[src/rtl/ps2_rx_fifo.sv]
// PS/2 device-to-host receiver: pin synchroniser, clock glitch filter, frame FSM
// with timeout and sticky error flags, feeding a first-word-fall-through FIFO.
module ps2_rx_fifo #(
    parameter int FIFO_DEPTH  = 8,
    parameter int SYNC_STAGES = 2,
    parameter int FILTER_LEN  = 4,
    parameter int TIMEOUT_CYC = 5000
) (
    input  logic                          clk,
    input  logic                          clrn,
    input  logic                          ps2_clk,
    input  logic                          ps2_data,
    input  logic                          rd_en,
    input  logic                          clr_err,
    output logic [7:0]                    data,
    output logic                          ready,
    output logic [$clog2(FIFO_DEPTH):0]   count,
    output logic                          overflow,
    output logic                          parity_err,
    output logic                          frame_err
);

    localparam int AW  = $clog2(FIFO_DEPTH);
    localparam int CW  = AW + 1;
    localparam int FW  = $clog2(FILTER_LEN + 1);
    localparam int TW  = $clog2(TIMEOUT_CYC + 1);

    typedef enum logic {
        IDLE,
        RECV
    } state_t;

    // ------------------------------------------------------------------
    // Input synchronisers; both chains idle high like the bus itself.
    // ------------------------------------------------------------------
    logic [SYNC_STAGES-1:0] clk_sync;
    logic [SYNC_STAGES-1:0] data_sync;
    logic                   clk_s;
    logic                   data_s;

    // NOTE: sequential state uses non-blocking assignments so every flop
    // samples pre-edge values regardless of statement order.
    always_ff @(posedge clk or negedge clrn) begin
        if (!clrn) begin
            clk_sync  <= '1;
            data_sync <= '1;
        end else begin
            clk_sync  <= {clk_sync[SYNC_STAGES-2:0], ps2_clk};
            data_sync <= {data_sync[SYNC_STAGES-2:0], ps2_data};
        end
    end

    assign clk_s  = clk_sync[SYNC_STAGES-1];
    assign data_s = data_sync[SYNC_STAGES-1];

    // ------------------------------------------------------------------
    // Glitch filter: filt_clk follows clk_s only after FILTER_LEN
    // consecutive disagreeing samples.
    // ------------------------------------------------------------------
    logic          filt_clk;
    logic          filt_clk_q;
    logic [FW-1:0] flt_cnt;
    logic          strobe;
    logic          rx_bit;

    always_ff @(posedge clk or negedge clrn) begin
        if (!clrn) begin
            filt_clk   <= 1'b1;
            filt_clk_q <= 1'b1;
            flt_cnt    <= '0;
        end else begin
            filt_clk_q <= filt_clk;
            if (clk_s == filt_clk) begin
                flt_cnt <= '0;
            end else if (flt_cnt == FW'(FILTER_LEN - 1)) begin
                filt_clk <= clk_s;
                flt_cnt  <= '0;
            end else begin
                flt_cnt <= flt_cnt + FW'(1);
            end
        end
    end

    assign strobe = filt_clk_q & ~filt_clk;
    assign rx_bit = data_s;

    // ------------------------------------------------------------------
    // Frame FSM. shreg collects 8 data bits (LSB first) plus parity; the
    // stop bit is judged directly from rx_bit in its strobe cycle.
    // ------------------------------------------------------------------
    state_t        state;
    logic [3:0]    bitcnt;
    logic [8:0]    shreg;
    logic [TW-1:0] to_cnt;

    always_ff @(posedge clk or negedge clrn) begin
        if (!clrn) begin
            state  <= IDLE;
            bitcnt <= '0;
            shreg  <= '0;
            to_cnt <= '0;
        end else begin
            case (state)
                IDLE: begin
                    to_cnt <= '0;
                    if (strobe && !rx_bit) begin
                        state  <= RECV;
                        bitcnt <= '0;
                    end
                end
                RECV: begin
                    if (strobe) begin
                        to_cnt <= '0;
                        if (bitcnt == 4'd9) begin
                            state <= IDLE;
                        end else begin
                            shreg  <= {rx_bit, shreg[8:1]};
                            bitcnt <= bitcnt + 4'd1;
                        end
                    end else if (to_cnt == TW'(TIMEOUT_CYC - 1)) begin
                        state  <= IDLE;
                        to_cnt <= '0;
                    end else begin
                        to_cnt <= to_cnt + TW'(1);
                    end
                end
                default: state <= IDLE;
            endcase
        end
    end

    logic frame_done;
    logic parity_ok;
    logic push;
    logic parity_event;
    logic stop_event;
    logic timeout_event;

    assign frame_done    = (state == RECV) && strobe && (bitcnt == 4'd9);
    assign parity_ok     = ^shreg;
    assign push          = frame_done && parity_ok && rx_bit;
    assign parity_event  = frame_done && !parity_ok;
    assign stop_event    = frame_done && parity_ok && !rx_bit;
    assign timeout_event = (state == RECV) && !strobe && (to_cnt == TW'(TIMEOUT_CYC - 1));

    // ------------------------------------------------------------------
    // FIFO. A pop frees a slot in the same cycle, so a full FIFO still
    // accepts a push when it is being read.
    // ------------------------------------------------------------------
    logic [7:0]    mem [FIFO_DEPTH];
    logic [AW-1:0] w_ptr;
    logic [AW-1:0] r_ptr;
    logic          pop;
    logic          full;
    logic          push_ok;
    logic          drop;

    assign pop     = rd_en && (count != '0);
    assign full    = (count == CW'(FIFO_DEPTH));
    assign push_ok = push && (!full || pop);
    assign drop    = push && full && !pop;

    // NOTE: the storage array has no reset; occupancy is tracked by count,
    // so stale entries are never observable and the RAM can map to plain cells.
    always_ff @(posedge clk) begin
        if (push_ok) begin
            mem[w_ptr] <= shreg[7:0];
        end
    end

    always_ff @(posedge clk or negedge clrn) begin
        if (!clrn) begin
            w_ptr <= '0;
            r_ptr <= '0;
            count <= '0;
        end else begin
            if (push_ok) begin
                w_ptr <= w_ptr + AW'(1);
            end
            if (pop) begin
                r_ptr <= r_ptr + AW'(1);
            end
            case ({push_ok, pop})
                2'b10:   count <= count + CW'(1);
                2'b01:   count <= count - CW'(1);
                default: count <= count;
            endcase
        end
    end

    assign data  = mem[r_ptr];
    assign ready = (count != '0);

    // Sticky flags: a new event in the clr_err cycle leaves the flag set.
    always_ff @(posedge clk or negedge clrn) begin
        if (!clrn) begin
            overflow   <= 1'b0;
            parity_err <= 1'b0;
            frame_err  <= 1'b0;
        end else begin
            overflow   <= drop                       | (overflow   & ~clr_err);
            parity_err <= parity_event               | (parity_err & ~clr_err);
            frame_err  <= stop_event | timeout_event | (frame_err  & ~clr_err);
        end
    end

endmodule

[config.mk]
export PLATFORM = sky130hd
export DESIGN_NAME = ps2_rx_fifo
export DESIGN_NICKNAME = d
export VERILOG_FILES = /design/src/rtl/ps2_rx_fifo.sv
export SDC_FILE = /design/constraint.sdc
export NUM_CORES = 1
export LEC_CHECK = 0
export BUFFER_PORTS_ARGS = -buffer_cell sky130_fd_sc_hd__clkbuf_2
export CAP_MARGIN = 25
export CORE_ASPECT_RATIO = 0.7
export CORE_UTILIZATION = 50
export DETAILED_ROUTE_END_ITERATION = 10
export PLACE_DENSITY_LB_ADDON = 0.25
export RECOVER_POWER = 100
export SYNTH_ARGS = -nofsm -noshare
export SYNTH_HDL_FRONTEND = slang
export SYNTH_SLANG_ARGS = --single-unit
[constraint.sdc]
create_clock -name clk -period 9 [get_ports clk]
set_clock_uncertainty 0.15 [all_clocks]
set_input_delay 0 -clock clk [delete_from_list [all_inputs] [get_ports clk]]
set_output_delay 0 -clock clk [all_outputs]
set_load 0.01 [all_outputs]
==> out/qor.yml, run 1 <==
synth_fp_nets: 310
synthTopCellsByArea: "edfxtp_1 41%, dfrtp_1 23%, mux4_2 7.7%, mux2_2 4.6%, dfstp_2 3.4%"
postSynthAreaPerCell_um2: 15.8
rows: 29
clock-root-buffer: "clkbuf_16"
area_delta_synth_final_pct: 18.1
fmax_mhz: 302
muxShareOfSynthArea_pct: 13.0
grt_pass1_wl_um: 13800
path_class: "reg -> reg"
h-tree-depth: 4
hpwl_um: 5230
synth_top_area_share_pct: 40.9
vias: 2538
synth_simple_gate_area_share_pct: 9.14
yosysTopAreaCell: "edfxtp_1"
drv_cap: 1
vdd_drop_max_mv: 0.136
drt_iter0_drc: 196
fin_crit_sh_pct: 36.8
drtPass1Iterations: 5
power_density_mw_per_mm2: 316
grt_overflow: 0
antenna_found_initial: 0
synth_edf_count: 64
cp_max_fo: 11
wl_per_cell_um: 17.6
netlist_instances: 297
final_cells: 480
io_pins: 22
die_w_um: 118
grt_max_degree: 50
grtUsageTotal_pct: 19.4
initial_core_util_pct: 51.8
arrival_ns: 3.25
die_height_um: 83.1
final-hold-violation-count: 0
wirelength_um: 8440
ys_async_sr_fraction_pct: 43.4
slew_violations: 50
hp-class: "in -> reg"
drc: 0
cp-end-kind: "flop"
port_buffers: 21
status: "finished with violations"
netlist_top_cells_count: "64 x edfxtp_1, 43 x dfrtp_1, 24 x nor2_1"
syn_area_mm2: 0.00470
ant_nets: 0
clk_pin_slew_ns: 0.05
ys_seq_area_share_pct: 67.2
synth_compound_area_share_pct: 1.76
clockBufferDepth: 2
clock_latency_ns: 0.41
fillCellCount: 692
drive_gt1_share_pct: 21.9
synth_flop_cell: "edfxtp_1"
leakage_nw: 2.10
synth_xor_area_share_pct: 5.70
totalPowerFinal_mw: 1.76
yosysUniqueCellTypes: 42
via_per_inst: 5.29
die_area_mm2: 0.00979
core_mm2: 0.00907
final.min_clock_period_ns: 3.32
setup_viol: 0
ys_warn_count: 0
synth_most_common_cell: "edfxtp_1"
crit_required_ns: 8.93
worstMarginPinSlew_ns: 2.70
synth_fa_ha_area_share_pct: 1.87
cts_tree: "yes"
place.gp.congestion: 0.744
tns_ns: 0
synth_seq_cells: 113
num_antenna_cells: 0
violations: "max-capacitance violations, max-slew violations"
cp-start-kind: "flop"
rsz0062_at_grt: "false"
post-route-util_pct: 61.1
synth_top_family_by_area: "multiplexers"
cts.sinks: 113
fin_nets: 356
place_inst: 441
grt_pass1_vias: 2524
slew_headroom_pct: -79.8
cts_inserted_buffers: 17
## through the flow
step	hold WS [ns]	instance area, um^2	setup WS [ns]
after floorplan	-0.446	4700	6.11
after global placement	-0.0610	4960	5.69
after detailed placement	-0.0611	4980	5.78
after CTS	0.0544	5610	5.76
after global routing	0.0747	5550	5.38
final	0.0693	5550	5.68
## metal layers
| metal | wire length [um] | global-route usage, % | part of all wire [%] |
|---|---|---|---|
| met5 | 0 | 0 | 0 |
| met4 | 68 | 8.74 | 0.81 |
| met3 | 328 | 5.63 | 3.9 |
| met2 | 3820 | 27.9 | 45 |
| met1 | 4230 | 27.6 | 50 |
## logic make-up (layout without fill, tap and decap cells)
| family | after synthesis | in the layout |
|---|---|---|
| fa+ha+maj | 7 | 7 |
| compound gates | 12 | 12 |
| buf+inv | 16 | 75 |
| mux | 38 | 38 |
| flops | 113 | 113 |
| simple gates | 83 | 83 |
| xor+xnor | 28 | 28 |
## path summary, 6_finish.rpt
check	start	end	slack, ns	cells past startpoint
min in group asynchronous	clrn	flt_cnt[1]	0.93	3
setup / recovery	shreg[5]	mem[2][7]	5.68	7
max in group asynchronous	clrn	to_cnt[8]	6.24	3
setup reg to reg	shreg[5]	mem[2][7]	5.68	7
hold reg to reg	data_sync[0]	data_sync[1]	0.21	0
hold / removal	ps2_clk	clk_sync[0]	0.07	2
## critical path: stages (launching register included)
cell and delay, ns:
dfrtp_1 0.55, xor2_1 0.19, xnor3_2 0.47, xnor2_1 0.21, nor2_1 0.19, nand2_1 0.18, nor3_1 0.71, clkbuf_1 0.33
## placed cells by master (no fill, tap or decap), types with 12 or more instances in the layout
cell and n:
xnor2_1 15, dfrtp_1 43, xor2_1 12, nand3_1 14, mux2_2 18, clkbuf_16 17, mux4_2 16, nor2_1 25
edfxtp_1 64, clkbuf_1 24
## timing repair
action | 4_1_cts | 5_1_grt
hold endpoints to repair | 59 | 0
gates resized for setup | 0 | 0
buffers inserted | 0 | 0
hold buffers | 6 | 0
## layout make-up
type	count	area [um^2]	share of cell area (%)
multi-input combinational	168	1450	26.1
tap	124	155	2.80
clock buffer	19	433	7.81
clock inverter	13	144	2.59
sequential	113	3160	56.9
timing repair buffer	35	180	3.25
inverter	8	30.0	0.541
## state kept, by name (all words and copies together), names as in the netlist, 3 cells and up
| signal | flops |
|---|---|
| mem | 64 |
| to_cnt | 13 |
| shreg | 9 |
| bitcnt | 4 |
| count | 4 |
| flt_cnt | 3 |
| r_ptr | 3 |
| w_ptr | 3 |
## power by group
group	leakage (nW)	internal, mW	switching (mW)
registers	1.22	0.626	0.0927
clock network	0.283	0.429	0.223
logic	0.596	0.196	0.190
total	2.10	1.25	0.505
No activity file was read; power rests on OpenSTA's default activity.
==> inputs of run 2 (changes only) <==
==> constraint.sdc (replaced) <==
create_clock -name clk -period 2.8 [get_ports clk]
set_clock_uncertainty 0.15 [all_clocks]
set_input_delay 0 -clock clk [delete_from_list [all_inputs] [get_ports clk]]
set_output_delay 0 -clock clk [all_outputs]
set_load 0.01 [all_outputs]
==> out/qor.yml, run 2 (synthesis results as in run 1) <==
largest_register_ffs: 64  # unchanged
worstPathCellList: "xor2_1 -> xnor3_1 -> xor2_2 -> a21oi_4 -> xor2_1 -> ha_1 -> nor2_1 -> a22o_1 -> xnor2_1"
fin_crit_sh_pct: 92.4  # +56 points
area_delta_synth_final_pct: 19.4
die_area_mm2: 0.00979  # unchanged
cp_max_fo: 4  # -7
drtPass1Iterations: 4  # -1
power_density_mw_per_mm2: 1010  # +220%
setup_viol: 0  # unchanged
clockBufferDepth: 2  # unchanged
cts_resized: 0  # unchanged
io_pins: 22  # unchanged
clk_pin_slew_ns: 0.06  # about the same
power_frac_comb_pct: 24.1  # +2.1 points
cpMaxStageDelayCell: "xnor3_1"
hpwl_um: 5230  # +0.15%
top_regs: "mem x64, to_cnt x13, shreg x9"
regMostFlops: "mem"
initial_core_util_pct: 51.8  # unchanged
use_met2_pct: 26.7  # -1.1 points
grt_overflow: 0  # unchanged
arrival_ns: 2.73  # -0.52 ns
holdBufCountCts: 5  # -1
h-tree-depth: 4  # unchanged
hp-class: "in -> reg"
clock-root-buffer: "clkbuf_16"
leakage_nw: 2.12  # +0.92%
ant_nets: 0  # unchanged
tns_ns: 0  # unchanged
worst_hold_slack_ns: 0.0731  # +0.00387 ns
wl_per_cell_um: 16.8  # -4.5%
place.gp.congestion: 0.742  # -0.34%
drive_gt1_share_pct: 24.5  # +2.6 points
status: "finished clean"
via_per_inst: 5.23  # -1.1%
p_sw_share_pct: 31.2  # +2.4 points
globalRouteMet3Util_pct: 6.11  # +0.48 points
cts.sinks: 113  # unchanged
vdd_drop_max_mv: 0.649  # +380%
clkPwrFrac_pct: 36.4  # -0.7 points
worstMarginPinSlew_ns: 1.33  # -1.36 ns
slowest_delay_ns: 0.49  # -0.22 ns
netSwitchingPower_mw: 1.77  # +250%
final_cell_mix: "64 x edfxtp_1, 43 x dfrtp_1, 25 x nor2_1, 24 x clkbuf_1, 19 x mux2_2"
rsz0062_at_grt: "false"
final-hold-violation-count: 0  # unchanged
cts_tree: "yes"
wirelength_um: 8180  # -3.1%
critical-path-top-delay-family: "XOR/XNOR gates"
power.internal_mw: 3.91  # +210%
core_mm2: 0.00907  # unchanged
drv_cap: 0  # -1
cp-end-kind: "flop"
antenna_found_initial: 0  # unchanged
cp-start-kind: "flop"
path_class: "reg -> reg"
worst_path_most_repeated_cell: "xor2_1"
grt.busiest_layer: "met2"
die_height_um: 83.1  # unchanged
postCtsSetupBuffers: 0  # unchanged
vias: 2547  # +0.35%
mostFrequentLayoutCell: "edfxtp_1"
crit_required_ns: 2.94  # -5.99 ns
drc: 0  # unchanged
rows: 29  # unchanged
power_frac_seq_pct: 39.5  # -1.4 points
gr-usage-met1_pct: 26.4  # -1.2 points
fmax_mhz: 386  # +28%
fin_nets: 363  # +2.0%
die_w_um: 118  # unchanged
drt_iter0_drc: 146  # -26%
grtUsageTotal_pct: 18.6  # -0.80 points
slew_violations: 0  # -100%
cts_inserted_buffers: 17  # unchanged
cp_num_buf_inv: 0  # -1
final.min_clock_period_ns: 2.59  # -0.728 ns
num_antenna_cells: 0  # unchanged
slew_headroom_pct: 11.1  # +91 points
clock_latency_ns: 0.41  # about the same
port_buffers: 21  # unchanged
grt_pass1_vias: 2560  # +1.4%
grt_pass1_wl_um: 13500  # -1.9%
grt_max_degree: 26  # -48%
run 2: per-layer routing:
| layer | vias to the layer above | routed length (um) |
|---|---|---|
| met1 | 1259 | 3950 |
| met5 | - | 0 |
| met2 | 66 | 3680 |
| li1 | 1215 | - |
| met3 | 7 | 464 |
| met4 | 0 | 91 |
run 2: through the flow:
step	cell area [um^2]	power [mW]	setup slack, ns	util, %	cells
after floorplan	4700	3.29	0.102	-	297
after global placement	5050	3.67	0.335	55.7	450
after detailed placement	5050	3.71	0.251	55.7	450
after CTS	5680	5.81	0.206	62.6	487
after global routing	5610	5.95	0.0425	61.8	487
final	5610	5.68	0.212	61.8	487
run 2: cell type report:
cell class | count | area (um^2)
Timing Repair Buffer | 42 | 220
Inverter | 8 | 30.0
Clock buffer | 17 | 425
Sequential cell | 113 | 3160
Fill cell | 702 | 3470
Tap cell | 124 | 155
Multi-Input combinational cell | 168 | 1470
Clock inverter | 15 | 153
run 2: worst paths after layout:
check	startpoint	to	slack (ns)	cells past startpoint
max	shreg[2]	count[2]	0.21	9
max reg2reg	shreg[2]	count[2]	0.21	9
min in group asynchronous	clrn	flt_cnt[1]	0.27	2
min	ps2_clk	clk_sync[0]	0.07	2
max in group asynchronous	clrn	shreg[7]	0.87	3
min reg2reg	data_sync[0]	data_sync[1]	0.20	0
run 2: worst register-to-register path, delay by kind of cell, from the launching register on:
kind | cells | cell delay [ns]
AO/OA/AOI/OAI | 2 | 0.49
XOR/XNOR | 5 | 1.20
adder cells (fa/ha/maj) | 1 | 0.19
flip-flops | 1 | 0.39
AND/OR/NAND/NOR | 1 | 0.04
run 2: power by group through the flow:
stage | clock (mW) | combinational (mW) | sequential [mW]
floorplan | 0 | 1.09 | 2.20
global placement | 0 | 1.40 | 2.27
detailed placement | 0 | 1.44 | 2.28
CTS | 2.10 | 1.46 | 2.25
global route | 2.17 | 1.51 | 2.27
finish | 2.07 | 1.37 | 2.24
